$ cat src/rtl/multicycle_datapath.sv
// multicycle_datapath
//   Multi-cycle MIPS-subset core (add/sub/and/or/slt, lw, sw, beq, addi, j).
//   One ALU and one shared instruction/data memory port are reused across
//   the FETCH/DECODE/EXEC/MEM/WB states. Any undecodable instruction parks
//   the core in HALT until reset.
// Ports
//   Clk        : clock, rising edge
//   Res        : asynchronous active-low reset
//   mem_req    : memory request (FETCH and MEM states)
//   mem_we     : write enable, valid while mem_req
//   mem_addr   : byte address (pc in FETCH, ALUOUT in MEM)
//   mem_wdata  : store data (B register)
//   mem_rdata  : read data, taken on the edge where mem_ready=1
//   mem_ready  : completes a transfer when mem_req=1
//   halt       : core stopped on an illegal instruction
//   pc, instr, state : debug views of PC, IR and FSM state
//   dbg_addr / dbg_data : combinational register-file read port
module multicycle_datapath #(
    parameter int                 ADDR_W   = 32,
    parameter logic [ADDR_W-1:0]  RESET_PC = {ADDR_W{1'b0}}
) (
    input  logic              Clk,
    input  logic              Res,
    output logic              mem_req,
    output logic              mem_we,
    output logic [ADDR_W-1:0] mem_addr,
    output logic [31:0]       mem_wdata,
    input  logic [31:0]       mem_rdata,
    input  logic              mem_ready,
    output logic              halt,
    output logic [ADDR_W-1:0] pc,
    output logic [31:0]       instr,
    output logic [2:0]        state,
    input  logic [4:0]        dbg_addr,
    output logic [31:0]       dbg_data
);

    typedef enum logic [2:0] {
        ST_FETCH  = 3'd0,
        ST_DECODE = 3'd1,
        ST_EXEC   = 3'd2,
        ST_MEM    = 3'd3,
        ST_WB     = 3'd4,
        ST_IDLE   = 3'd6,
        ST_HALT   = 3'd7
    } state_t;

    localparam logic [5:0] OP_RTYPE = 6'b000000;
    localparam logic [5:0] OP_LW    = 6'b100011;
    localparam logic [5:0] OP_SW    = 6'b101011;
    localparam logic [5:0] OP_BEQ   = 6'b000100;
    localparam logic [5:0] OP_ADDI  = 6'b001000;
    localparam logic [5:0] OP_J     = 6'b000010;

    localparam logic [5:0] FN_ADD = 6'b100000;
    localparam logic [5:0] FN_SUB = 6'b100010;
    localparam logic [5:0] FN_AND = 6'b100100;
    localparam logic [5:0] FN_OR  = 6'b100101;
    localparam logic [5:0] FN_SLT = 6'b101010;

    // True when the instruction word belongs to the supported subset.
    function automatic logic is_legal(input logic [31:0] ir);
        logic ok;
        case (ir[31:26])
            OP_RTYPE: begin
                case (ir[5:0])
                    FN_ADD, FN_SUB, FN_AND, FN_OR, FN_SLT: ok = 1'b1;
                    default:                                ok = 1'b0;
                endcase
            end
            OP_LW, OP_SW, OP_BEQ, OP_ADDI, OP_J: ok = 1'b1;
            default:                             ok = 1'b0;
        endcase
        return ok;
    endfunction

    // R-type ALU operation selected by funct; slt compares signed.
    function automatic logic [31:0] alu_r(input logic [5:0] fn, input logic [31:0] a,
                                          input logic [31:0] b);
        logic [31:0] r;
        case (fn)
            FN_ADD:  r = a + b;
            FN_SUB:  r = a - b;
            FN_AND:  r = a & b;
            FN_OR:   r = a | b;
            FN_SLT:  r = {31'd0, ($signed(a) < $signed(b))};
            default: r = 32'd0;
        endcase
        return r;
    endfunction

    state_t            state_q, state_d;
    logic [ADDR_W-1:0] pc_q, pc_d, tgt_q, tgt_d;
    logic [31:0]       ir_q, ir_d, a_q, a_d, b_q, b_d;
    logic [31:0]       aluout_q, aluout_d, mdr_q, mdr_d;
    logic [31:0]       rf_q [32];

    logic              rf_we_s;
    logic [4:0]        rf_waddr_s;
    logic [31:0]       rf_wdata_s;
    logic [31:0]       imm_s, boff_s, pc32_s, jtgt_s;
    logic              unused_s;

    assign imm_s  = {{16{ir_q[15]}}, ir_q[15:0]};
    assign boff_s = imm_s << 2;
    assign pc32_s = 32'(pc_q);
    // j keeps the top PC nibble (when the address is that wide) and takes
    // the 26-bit word index from the instruction.
    assign jtgt_s = {pc32_s[31:28], ir_q[25:0], 2'b00};
    // shamt is not used by the supported R-type operations.
    assign unused_s = ^ir_q[10:6];

    // Next-state and datapath register update logic.
    always_comb begin
        state_d    = state_q;
        pc_d       = pc_q;
        ir_d       = ir_q;
        a_d        = a_q;
        b_d        = b_q;
        aluout_d   = aluout_q;
        mdr_d      = mdr_q;
        tgt_d      = tgt_q;
        rf_we_s    = 1'b0;
        rf_waddr_s = 5'd0;
        rf_wdata_s = 32'd0;
        case (state_q)
            ST_IDLE: state_d = ST_FETCH;
            ST_FETCH: begin
                if (mem_ready) begin
                    ir_d    = mem_rdata;
                    pc_d    = pc_q + ADDR_W'(32'd4);
                    state_d = ST_DECODE;
                end else begin
                    state_d = ST_FETCH;
                end
            end
            ST_DECODE: begin
                a_d   = rf_q[ir_q[25:21]];
                b_d   = rf_q[ir_q[20:16]];
                tgt_d = pc_q + boff_s[ADDR_W-1:0];
                if (is_legal(ir_q)) begin
                    state_d = ST_EXEC;
                end else begin
                    state_d = ST_HALT;
                end
            end
            ST_EXEC: begin
                case (ir_q[31:26])
                    OP_RTYPE: begin
                        aluout_d = alu_r(ir_q[5:0], a_q, b_q);
                        state_d  = ST_WB;
                    end
                    OP_ADDI: begin
                        aluout_d = a_q + imm_s;
                        state_d  = ST_WB;
                    end
                    OP_LW, OP_SW: begin
                        aluout_d = a_q + imm_s;
                        state_d  = ST_MEM;
                    end
                    OP_BEQ: begin
                        if (a_q == b_q) begin
                            pc_d = tgt_q;
                        end else begin
                            pc_d = pc_q;
                        end
                        state_d = ST_FETCH;
                    end
                    OP_J: begin
                        pc_d    = jtgt_s[ADDR_W-1:0];
                        state_d = ST_FETCH;
                    end
                    default: state_d = ST_HALT;
                endcase
            end
            ST_MEM: begin
                if (mem_ready) begin
                    if (ir_q[31:26] == OP_SW) begin
                        state_d = ST_FETCH;
                    end else begin
                        mdr_d   = mem_rdata;
                        state_d = ST_WB;
                    end
                end else begin
                    state_d = ST_MEM;
                end
            end
            ST_WB: begin
                case (ir_q[31:26])
                    OP_RTYPE: begin
                        rf_we_s    = 1'b1;
                        rf_waddr_s = ir_q[15:11];
                        rf_wdata_s = aluout_q;
                    end
                    OP_ADDI: begin
                        rf_we_s    = 1'b1;
                        rf_waddr_s = ir_q[20:16];
                        rf_wdata_s = aluout_q;
                    end
                    OP_LW: begin
                        rf_we_s    = 1'b1;
                        rf_waddr_s = ir_q[20:16];
                        rf_wdata_s = mdr_q;
                    end
                    default: rf_we_s = 1'b0;
                endcase
                state_d = ST_FETCH;
            end
            ST_HALT: state_d = ST_HALT;
            default: state_d = ST_HALT;
        endcase
    end

    // State, datapath registers and register file.
    always_ff @(posedge Clk or negedge Res) begin
        if (!Res) begin
            state_q  <= ST_IDLE;
            pc_q     <= RESET_PC;
            ir_q     <= 32'd0;
            a_q      <= 32'd0;
            b_q      <= 32'd0;
            aluout_q <= 32'd0;
            mdr_q    <= 32'd0;
            tgt_q    <= {ADDR_W{1'b0}};
            for (int i = 0; i < 32; i++) begin
                rf_q[i] <= 32'd0;
            end
        end else begin
            state_q  <= state_d;
            pc_q     <= pc_d;
            ir_q     <= ir_d;
            a_q      <= a_d;
            b_q      <= b_d;
            aluout_q <= aluout_d;
            mdr_q    <= mdr_d;
            tgt_q    <= tgt_d;
            // Register 0 is hard-wired to zero, so its writes are dropped.
            if (rf_we_s && (rf_waddr_s != 5'd0)) begin
                rf_q[rf_waddr_s] <= rf_wdata_s;
            end
        end
    end

    // Memory port decoded from registered state so reset drops it at once.
    assign mem_req   = (state_q == ST_FETCH) || (state_q == ST_MEM);
    assign mem_we    = (state_q == ST_MEM) && (ir_q[31:26] == OP_SW);
    assign mem_addr  = (state_q == ST_MEM) ? aluout_q[ADDR_W-1:0] : pc_q;
    assign mem_wdata = b_q;
    assign halt      = (state_q == ST_HALT);
    assign pc        = pc_q;
    assign instr     = ir_q;
    assign state     = state_q;
    assign dbg_data  = (dbg_addr == 5'd0) ? 32'd0 : rf_q[dbg_addr];

endmodule
$ cat config.mk
export PLATFORM = sky130hd
export DESIGN_NAME = multicycle_datapath
export DESIGN_NICKNAME = d
export VERILOG_FILES = /design/src/rtl/multicycle_datapath.sv
export SDC_FILE = /design/constraint.sdc
export NUM_CORES = 2
export LEC_CHECK = 0
export BUFFER_PORTS_ARGS = -buffer_cell sky130_fd_sc_hd__buf_2
export CAP_MARGIN = 20
export CORE_MARGIN = 2
export CORE_UTILIZATION = 60
export DETAILED_ROUTE_END_ITERATION = 12
export PLACE_DENSITY_LB_ADDON = 0.05
export SYNTH_ARGS = -nofsm -noshare
export SYNTH_HDL_FRONTEND = slang
export SYNTH_SLANG_ARGS = --single-unit
$ cat constraint.sdc
create_clock -name Clk -period 8.18 [get_ports Clk]
set_clock_uncertainty 0.15 [all_clocks]
set_input_delay 1.636 -clock Clk [delete_from_list [all_inputs] [get_ports Clk]]
set_output_delay 1.636 -clock Clk [all_outputs]
set_load 0.01 [all_outputs]
==> results.md <==
- Pwr/cell area: 162 nW/um^2
- Post-Syn Nets: 7202
- Met3 Use GR: 13.3%
- Final worst path period need: 6.53 ns
- Register Area: 31300 sq um
- Die height: approximately 360 microns
- Global Route Usage Sum: 41.7%
- Pwr Total: 13.7 mW
- Commonest non-fill, non-tap cell in the layout: nand2_1
- First-pass GRT wire length: approximately 400000 microns
- Fin area: 85000 sq um
- Met2 GRT Util: 60.2%
- Critical path depth: 7
- Status: complete, no violations
- Most frequent CP cell: mux4_2
- Remaining antenna violation count: 0
- Crit start category: input pin
- Placed cell area: roughly 80000 sq um
- Final Cycle Share: around 80%
- Seq pwr share: 45.5%
- Number of port buffers: 205
- Critical path type: in2out
- PostCTS Resize Cnt: 0
- Comb power frac: 6.0%
- Final HPWL DP: 168000 microns
- Congestion Overflow GR: 0
- Final setup viols: 0
- Relative slew slack: 19.6%
- Avg WL per Cell: ~32 microns
- P_sw: 3.35 mW
- Switch share: 24.4%
- Element type at the critical path end: output port
- Filler instances: approximately 10000
- WP data required: 6.39 ns
- Avg Synthesized Cell Area: 11.2 sq um
- Die ar.: between 100000 and 150000 sq um
- Clk_lat worst skew: 0.80 ns
- Synth Warn #: 0
- Hold Path Depth: 0
- Clock transition at path regs: 0.06 ns
- Final Hold Violating Endpoints: 0
- Via density: 7.08
- CP Buf/Inv Count: 3
- Via count: 61000
- DRT Wirelength: 272000 microns
- Max Clk Rate: ~0.15 GHz
- 1st-iter DRT viols: 8399
- Max VDD drop: 223 uV
- EDFF count, synth: 0
- RSZ-0062 raised after global routing: no
- Slew @ Worst Pin: 1.21 ns
- Max-Cap Viols: 0
- Synth top area share: between 40% and 50%
- Rows: about 130
- Data arrival, critical path: 4.74 ns
- Post-route setup TNS: 0 ns
- CTS tree: yes
- Seq cells post-synth: 1251
- WHS: ~0.27 ns
- Synth unique cells: 95
- CTS Buf Count: 138
- Post-Route Utilization: between 60% and 70%
- Synth area leaders: dfrtp_1 (40%), mux4_2 (28%), o21ai_0 (7.5%)
- Most frequent cells in the layout: nand2_1 (1315), dfrtp_1 (1237), o21ai_0 (1164)
- Clock Power Share: 48.5%
- Post-synthesis sequential area ratio: around two fifths
- Largest net degree at the start of global routing: 158
- Hold_buf cts: 0
- GR Layer Usage met1: 57.4%
- Delay-heaviest family, CP: multiplexers
- IO Count: around 210
- Antenna violations before repair: 26
- H-Tree Depth: 4
- Slowest stage delay, CP: 0.66 ns
- Fin nets: about 7000
- Clock tree buffer depth: 3
- Worst r2r path cells: 14
- Core ar.: 129000 sq um
- Leak pwr: about 35 nW
- Vias in the first global route: 58200
- Area Overhead vs Synth: 8.90%
- Initial core utilization: 60.3%
- Layer with the highest usage: met2
- Syn Std Cell Area: 78000 sq um
- Die width: 365 microns
- CP cell instances: buf_8 -> buf_4 -> mux4_2 -> mux4_2 -> mux2i_1 -> nor2_1 -> buf_2
- Worst Hold Class: reg2reg
- P_int: 10.4 mW
- Clock sinks: around 1300
- Slowest CP cell: buf_8
- Primary FF master, synth: dfrtp_1
- Post-synth ARST share: 100%
- Area occupied by multi-input gates: 43900 sq um
- Root buf cell: clkbuf_16
- Routability cong.: 0.973
- Crit-path max FO: 75
- Share of cells above drive strength 1: ~24%
- Post-CTS Setup Bufs: 0
- DRC Markers: 0
- Cells after synthesis: 6986
- Slew Viols, Final: 0
- TritonRoute pass-1 iters: 6
- Area leader, netlist: dfrtp_1
-- synth_stat cells, drive strengths merged, types with 12 or more instances --
| cell type | number |
|---|---|
| a211oi | 19 |
| nand2b | 23 |
| a22o | 40 |
| inv | 120 |
| o21ai | 1233 |
| nor4 | 12 |
| a31oi | 22 |
| nor2b | 26 |
| dfrtp | 1249 |
| o211ai | 17 |
| mux2 | 86 |
| nor2 | 200 |
| clkbuf | 551 |
| xnor2 | 39 |
| buf | 133 |
| ha | 172 |
| mux4 | 960 |
| nand4 | 15 |
| o31ai | 32 |
| o21a | 21 |
| mux2i | 112 |
| nor3 | 22 |
| nand2 | 1347 |
| xor2 | 27 |
| nand3 | 52 |
| o22ai | 20 |
| and3 | 22 |
| o21bai | 13 |
| a21oi | 186 |
| a21o | 45 |
-- cells by family (layout without fill, tap and decap cells) --
| family | Yosys count | after routing | share of synthesized area (%) |
|---|---|---|---|
| buffers and inverters | 804 | 686 | 3.99 |
| adders and majority gates | 176 | 176 | 2.86 |
| and+or+nand+nor | 1788 | 1788 | 9.40 |
| DFF | 1251 | 1251 | 40.1 |
| other | 0 | 6 | 0 |
| muxes | 1158 | 1158 | 30.4 |
| AOI/OAI and AO/OA | 1743 | 1743 | 12.5 |
| xor gates and xnor gates | 66 | 66 | 0.741 |
-- path summary, 6_finish.rpt --
path / from / to / slack (ns)
worst max register to register: instr[0]$_DFFE_PN0P_ / aluout_q[26]$_DFFE_PN0P_ / 3.54
max in group asynchronous: Res / rf_q[876]$_DFFE_PN0P_ / 5.37
worst min register to register: rf_q[998]$_DFFE_PN0P_ / rf_q[998]$_DFFE_PN0P_ / 0.27
min in group asynchronous: Res / tgt_q[30]$_DFFE_PN0P_ / 0.61
worst max-delay path: dbg_addr[0] / dbg_data[2] / 1.65
worst min-delay path: rf_q[998]$_DFFE_PN0P_ / rf_q[998]$_DFFE_PN0P_ / 0.27
-- sequential cells by signal, summed over array words and instances, names as in the netlist --
register	flops
instr	32
aluout_q	32
state	3
pc	32
a_q	32
mem_wdata	32
tgt_q	32
rf_q	1024
mdr_q	32
-- power groups by stage --
stage	Combinational, mW	Sequential [mW]	Clock [mW]
6_report	0.825	6.25	6.66
5_1_grt	0.878	6.25	6.93
4_1_cts	0.826	6.25	6.69
3_5_place_dp	0.826	6.37	0
3_3_place_gp	0.818	6.37	0
2_1_floorplan	0.501	6.33	0
-- layout make-up --
cell class,instances,area share [%]
Sequential cell,1251,36.9
Tap cell,1742,2.56
Clock inverter,48,0.842
Multi-Input combinational cell,4931,51.7
Antenna cell,6,0.0177
Clock buffer,198,4.80
Timing Repair Buffer,320,2.68
Inverter,120,0.530
-- through the flow --
stage | worst slack (ns) | instances
after global routing | 1.50 | 8610
after detailed placement | 1.62 | 8358
final | 1.65 | 8616
after CTS | 1.63 | 8604
after global placement | 1.69 | 8357
after floorplan | 2.57 | 6986
-- routing by layer --
layer / wire length [microns] / vias to the layer above
li1: - / 25500
met1: 103000 / 30900
met3: 34000 / 748
met5: 195 / -
met2: 119000 / 3750
met4: 15100 / 30
No activity file was read; power rests on OpenSTA's default activity.
